--- config.mk ---
export PLATFORM = sky130hd
export DESIGN_NAME = tmr_vote_reg_bank
export DESIGN_NICKNAME = d
export VERILOG_FILES = /design/src/rtl/tmr_pkg.sv /design/src/rtl/tmr_copy_monitor.sv /design/src/rtl/tmr_vote_reg_bank.sv
export SDC_FILE = /design/constraint.sdc
export NUM_CORES = 1
export LEC_CHECK = 0
export ABC_AREA = 1
export BUFFER_PORTS_ARGS = -buffer_cell sky130_fd_sc_hd__buf_2
export CAP_MARGIN = 10
export CORE_MARGIN = 2
export CORE_UTILIZATION = 37
export CTS_BUF_LIST = sky130_fd_sc_hd__clkbuf_4 sky130_fd_sc_hd__clkbuf_8 sky130_fd_sc_hd__clkbuf_16
export DETAILED_ROUTE_END_ITERATION = 8
export MAX_ROUTING_LAYER = met4
export PLACE_DENSITY = 0.84
export SKIP_CTS_REPAIR_TIMING = 1
export SLEW_MARGIN = 30
export SYNTH_ARGS = -nofsm -noshare
export SYNTH_HDL_FRONTEND = slang
export SYNTH_SLANG_ARGS = --single-unit
export TNS_END_PERCENT = 5
--- constraint.sdc ---
create_clock -name clk -period 0.8 [get_ports clk]
set_clock_uncertainty 0.15 [all_clocks]
set_input_delay 0.04 -clock clk [delete_from_list [all_inputs] [get_ports clk]]
set_output_delay 0.04 -clock clk [all_outputs]
set_load 0.02 [all_outputs]
--- src/rtl/tmr_pkg.sv ---
// Shared types and the bitwise majority helper for the triplicated register bank.
// Declarations only: no state, no latency, no flow control.
package tmr_pkg;

    typedef enum logic [1:0] {
        COPY_A = 2'd0,
        COPY_B = 2'd1,
        COPY_C = 2'd2
    } copy_idx_e;

    typedef enum logic [1:0] {
        MON_OK      = 2'd0,
        MON_SUSPECT = 2'd1,
        MON_FAILED  = 2'd2
    } mon_state_e;

    localparam int unsigned NUM_COPIES = 3;

    function automatic logic maj3(input logic a, input logic b, input logic c);
        return (a & b) | (b & c) | (a & c);
    endfunction

endpackage

--- src/rtl/tmr_copy_monitor.sv ---
// Per-copy persistence monitor: counts consecutive mismatching cycles, sticky fail flag.
// Flag shows the cycle after the PERSIST-th consecutive mismatch; no backpressure.
module tmr_copy_monitor #(
    parameter int PERSIST = 3
) (
    input  logic clk_i,
    input  logic rstn_i,
    input  logic mis_i,
    input  logic clr_i,
    output logic fail_o,
    output logic rise_o
);
    import tmr_pkg::*;

    localparam int RUN_W = $clog2(PERSIST + 1);

    mon_state_e       state_q, state_d;
    logic [RUN_W-1:0] run_q, run_d, run_inc;

    always_ff @(posedge clk_i) begin
        if (!rstn_i) begin
            state_q <= MON_OK;
            run_q   <= '0;
        end else begin
            state_q <= state_d;
            run_q   <= run_d;
        end
    end

    assign run_inc = run_q + RUN_W'(1);

    always_comb begin
        state_d = state_q;
        run_d   = run_q;
        if (clr_i) begin
            state_d = MON_OK;
            run_d   = '0;
        end else begin
            case (state_q)
                MON_OK: begin
                    if (mis_i) begin
                        state_d = MON_SUSPECT;
                        run_d   = RUN_W'(1);
                    end
                end
                MON_SUSPECT: begin
                    if (mis_i) begin
                        run_d = run_inc;
                        if (run_inc == RUN_W'(PERSIST)) begin
                            state_d = MON_FAILED;
                        end
                    end else begin
                        state_d = MON_OK;
                        run_d   = '0;
                    end
                end
                // Only clear or reset leaves FAILED; the run counter is frozen.
                MON_FAILED: begin
                    state_d = MON_FAILED;
                end
                default: begin
                    state_d = MON_OK;
                    run_d   = '0;
                end
            endcase
        end
    end

    always_comb begin
        fail_o = (state_q == MON_FAILED);
        rise_o = (state_d == MON_FAILED) && (state_q != MON_FAILED);
    end

endmodule

--- src/rtl/tmr_vote_reg_bank.sv ---
// NCH x WIDTH triplicated register bank: bitwise voting, one-cycle scrub, mismatch and persistent-fault bookkeeping.
// d->q one cycle, status one cycle after the mismatch, no backpressure; TMR_INJECT_EN adds fault-injection ports.
module tmr_vote_reg_bank #(
    parameter int WIDTH   = 8,
    parameter int NCH     = 4,
    parameter int CNT_W   = 16,
    parameter int PERSIST = 3
) (
    input  logic                   clk,
    input  logic                   rstn,
    input  logic [NCH-1:0]         en,
    input  logic [NCH*WIDTH-1:0]   d,
    output logic [NCH*WIDTH-1:0]   q,
    input  logic                   cnt_clr,
    output logic                   err_pulse,
    output logic [CNT_W-1:0]       err_cnt,
    output logic [2:0]             copy_fail,
    output logic                   fail_irq,
    output logic                   multi_fail
`ifdef TMR_INJECT_EN
    ,
    input  logic                   inj_valid,
    input  logic [1:0]             inj_copy,
    input  logic [$clog2(NCH)-1:0] inj_ch,
    input  logic [WIDTH-1:0]       inj_mask
`endif
);
    import tmr_pkg::*;

    localparam int BW = NCH * WIDTH;

    logic [BW-1:0]         copy_a_q, copy_b_q, copy_c_q;
    wire  [BW-1:0]         copy_a_d, copy_b_d, copy_c_d;
    logic [BW-1:0]         vote;
    logic [BW-1:0]         base_d;
    logic [NUM_COPIES-1:0] mis;
    logic                  any_mis;
    logic                  err_pulse_q;
    logic [CNT_W-1:0]      err_cnt_q, err_cnt_d;
    logic                  fail_irq_q;
    logic [NUM_COPIES-1:0] fail, fail_rise;

    always_comb begin
        vote = '0;
        for (int b = 0; b < BW; b++) begin
            vote[b] = maj3(copy_a_q[b], copy_b_q[b], copy_c_q[b]);
        end
    end

    assign q = vote;

    assign mis[COPY_A] = |(copy_a_q ^ vote);
    assign mis[COPY_B] = |(copy_b_q ^ vote);
    assign mis[COPY_C] = |(copy_c_q ^ vote);
    assign any_mis     = |mis;

    // Hold is only reached when all three copies agree, so copy A stands for all of them.
    always_comb begin
        base_d = copy_a_q;
        for (int i = 0; i < NCH; i++) begin
            if (en[i]) begin
                base_d[i*WIDTH +: WIDTH] = d[i*WIDTH +: WIDTH];
            end else if ((copy_a_q[i*WIDTH +: WIDTH] != copy_b_q[i*WIDTH +: WIDTH]) ||
                         (copy_b_q[i*WIDTH +: WIDTH] != copy_c_q[i*WIDTH +: WIDTH])) begin
                base_d[i*WIDTH +: WIDTH] = vote[i*WIDTH +: WIDTH];
            end
        end
    end

`ifdef TMR_INJECT_EN
    logic [BW-1:0]         inj_vec;
    logic [NUM_COPIES-1:0] inj_sel;

    always_comb begin
        inj_vec = '0;
        if (int'(inj_ch) < NCH) begin
            inj_vec[int'(inj_ch)*WIDTH +: WIDTH] = inj_mask;
        end
    end

    always_comb begin
        inj_sel = '0;
        if (inj_valid) begin
            case (copy_idx_e'(inj_copy))
                COPY_A:  inj_sel[COPY_A] = 1'b1;
                COPY_B:  inj_sel[COPY_B] = 1'b1;
                COPY_C:  inj_sel[COPY_C] = 1'b1;
                default: inj_sel = '0;
            endcase
        end
    end

    assign copy_a_d = inj_sel[COPY_A] ? (base_d ^ inj_vec) : base_d;
    assign copy_b_d = inj_sel[COPY_B] ? (base_d ^ inj_vec) : base_d;
    assign copy_c_d = inj_sel[COPY_C] ? (base_d ^ inj_vec) : base_d;
`else
    assign copy_a_d = base_d;
    assign copy_b_d = base_d;
    assign copy_c_d = base_d;
`endif

    always_comb begin
        err_cnt_d = err_cnt_q;
        if (cnt_clr) begin
            err_cnt_d = '0;
        end else if (any_mis && (err_cnt_q != {CNT_W{1'b1}})) begin
            err_cnt_d = err_cnt_q + CNT_W'(1);
        end
    end

    always_ff @(posedge clk) begin
        if (!rstn) begin
            copy_a_q    <= '0;
            copy_b_q    <= '0;
            copy_c_q    <= '0;
            err_pulse_q <= 1'b0;
            err_cnt_q   <= '0;
            fail_irq_q  <= 1'b0;
        end else begin
            copy_a_q    <= copy_a_d;
            copy_b_q    <= copy_b_d;
            copy_c_q    <= copy_c_d;
            err_pulse_q <= any_mis;
            err_cnt_q   <= err_cnt_d;
            fail_irq_q  <= |fail_rise;
        end
    end

    for (genvar x = 0; x < NUM_COPIES; x++) begin : g_mon
        tmr_copy_monitor #(
            .PERSIST (PERSIST)
        ) u_mon (
            .clk_i  (clk),
            .rstn_i (rstn),
            .mis_i  (mis[x]),
            .clr_i  (cnt_clr),
            .fail_o (fail[x]),
            .rise_o (fail_rise[x])
        );
    end

    assign err_pulse  = err_pulse_q;
    assign err_cnt    = err_cnt_q;
    assign fail_irq   = fail_irq_q;
    assign copy_fail  = fail;
    assign multi_fail = maj3(fail[COPY_A], fail[COPY_B], fail[COPY_C]);

endmodule

==> results.yml <==
status:
  status: "finished, violations left"
  violations: "hold timing, setup timing"
clocking:
  root_buffer: "clkbuf_8"
  clk_latency_ns: 0.28
  cts_tree: "yes"
  cts_sinks: 39
  cts_made_buffers: 5
  cts_max_level: 2
  clk_pin_slew_ns: 0.08
  clock_path_buffers: 2
timing:
  period_minus_slack_ns: 1.21
  rsz0062_at_grt: "true"
  finalHoldViolCount: 33
  setup_viol: 44
  fin_ws_ns: -0.415
  hold_slack_ns: -0.180
  fmax_mhz: 823
  tns_ns: -5.75
  period_share_pct: 152
  finalMaxSlewViolations: 0
route:
  ant_nets: 0
  routedWlPerCell_um: 10.7
  vias: 1397
  drc: 0
  vias_per_cell: 4.39
  drt-initial-drc-count: 80
  drt_wl_total_um: 3400
  drt_first_pass_iters: 4
yosys:
  synth_area_per_cell_um2: 8.01
  synth_warnings: 0
  netlist_instances: 178
  yosysTopAreaCellShare_pct: 54.7
  syn_area_mm2: 0.00143
  synth_area_leader_cell: "dfxtp_1"
  synth_cell_type_count: 10
  ys_seq_area_share_pct: 54.7
  synth_area_leaders: "dfxtp_1, nor2_1, o21ai_0"
  synth-seq-cells: 39
power:
  power.density_mw_per_mm2: 1850
  combPwrFrac_pct: 19.0
  switching_share_pct: 27.9
  p_int_mw: 3.07
  peakVddDrop_mv: 1.25
  clockPowerShare_pct: 29.8
  fin_total_pwr_mw: 4.26
  leakagePower_nw: 1.11
  power.switching_mw: 1.19
  seqPwrFrac_pct: 51.1
worst_hold_path:
  hold_path_class: "in -> reg"
  hold_depth: 3
critical_path:
  cp-end-kind: "output pin"
  rr_worst_depth: 3
  crit_fanout: 3
  worstPathRequired_ns: 0.61
  path_class: "reg -> out"
  crit_arrival_ns: 1.02
  r2r_setup_slack_ns: -0.05
  cp-start-kind: "register"
place:
  globalplace.congestion: 0.683
  dp_hpwl_um: 2190
  port_buffers: 75
floorplan:
  die_y_um: 66.1
  rows: 22
  die_w_um: 66.1
  die_area_mm2: 0.00437
  ios: 93
  start_util_pct: 38.7
  core_area_mm2: 0.00369
grt:
  grtUsageMet2_pct: 23.0
  overflow: 0
  grtUsageMet3_pct: 4.09
  antenna_found_initial: 0
  grt_use_met1_pct: 17.3
  grt_pass1_wl_um: 4730
  grt_pass1_vias: 1132
  global_route.peak_usage_layer: "met2"
  grt_start_max_net_pins: 23
  grt_use_total_pct: 14.6
run:
  drv_cap: 0
layout:
  layout.nets: 308
  final_cell_mix: "nor2_1, buf_2, dfxtp_2"
  syn2layout_area_growth_pct: 61.1
  layout_commonest_cell: "nor2_1"
  num_antenna_cells: 0
  drive_gt1_share_pct: 50.0
Yosys cell counts (all sizes together):
library cell	n
buf	23
nor2	67
nor3	3
conb	1
inv	8
dfxtp	39
nand3	1
nand2	4
o21ai	32
worst paths after layout:
kind	from	end
setup / recovery	g_mon[2].u_mon.state_q[1]	multi_fail
hold / removal	d[25]	copy_c_q[25]
setup reg to reg	g_mon[1].u_mon.state_q[1]	g_mon[1].u_mon.state_q[1]
hold reg to reg	g_mon[2].u_mon.state_q[0]	g_mon[2].u_mon.state_q[1]
routing by layer:
layer	up-vias	wire (µm)
li1	701	-
met1	634	1380
met2	59	1750
met3	3	237
met4	0	27
met5	-	0
worst max-delay path: stages, from the launching register on:
cell and delay, ns:
dfxtp_2 0.32, inv_2 0.04, nor2_4 0.11, nand2_1 0.07, nand3_2 0.08, buf_6 0.11
logic make-up after synthesis:
family                 count (synthesis)  synth area share, %
buffers and inverters                 31                 13.7
AOI/OAI and AO/OA                     32                 11.2
and+or+nand+nor                       75                 20.1
other                                  1                0.263
DFF                                   39                 54.7
flip-flops by register name, summed over array words and instances (netlist names):
signal,cells
g_mon.u_mon.state_q,6
copy_c_q,32
fail_irq,1
cell type report:
class                   count  area, µm²
flip-flops and latches     39        825
well taps                  48       60.1
clock inverters             3       20.0
repair buffers             87        719
clock buffers               5       68.8
multi-input cells         128        574
inverters                   8       30.0
fillers                   306       1390
power by group through the flow:
| stage | Sequential (mW) | Combinational, mW | Clock (mW) |
|---|---|---|---|
| finish | 2.18 | 0.811 | 1.27 |
| global route | 2.19 | 0.878 | 1.42 |
| CTS | 2.12 | 0.638 | 1.32 |
| detailed placement | 2.16 | 0.638 | 0 |
| global placement | 2.16 | 0.628 | 0 |
| floorplan | 2.30 | 0.285 | 0 |
stage by stage:
| stage | setup WS [ns] | instances | hold WS (ns) | instance area, µm² | utilization (%) |
|---|---|---|---|---|---|
| 2_1_floorplan | -0.0258 | 198 | 0.0249 | 1510 | - |
| 3_3_place_gp | -0.120 | 303 | 0.112 | 1850 | 50.1 |
| 3_5_place_dp | -0.153 | 303 | 0.118 | 1850 | 50.1 |
| 4_1_cts | -0.472 | 311 | -0.186 | 1940 | 52.5 |
| 5_1_grt | -0.489 | 318 | -0.180 | 2300 | 62.3 |
| 6_report | -0.415 | 318 | -0.180 | 2300 | 62.3 |
Power figures use the tool's default switching activity.
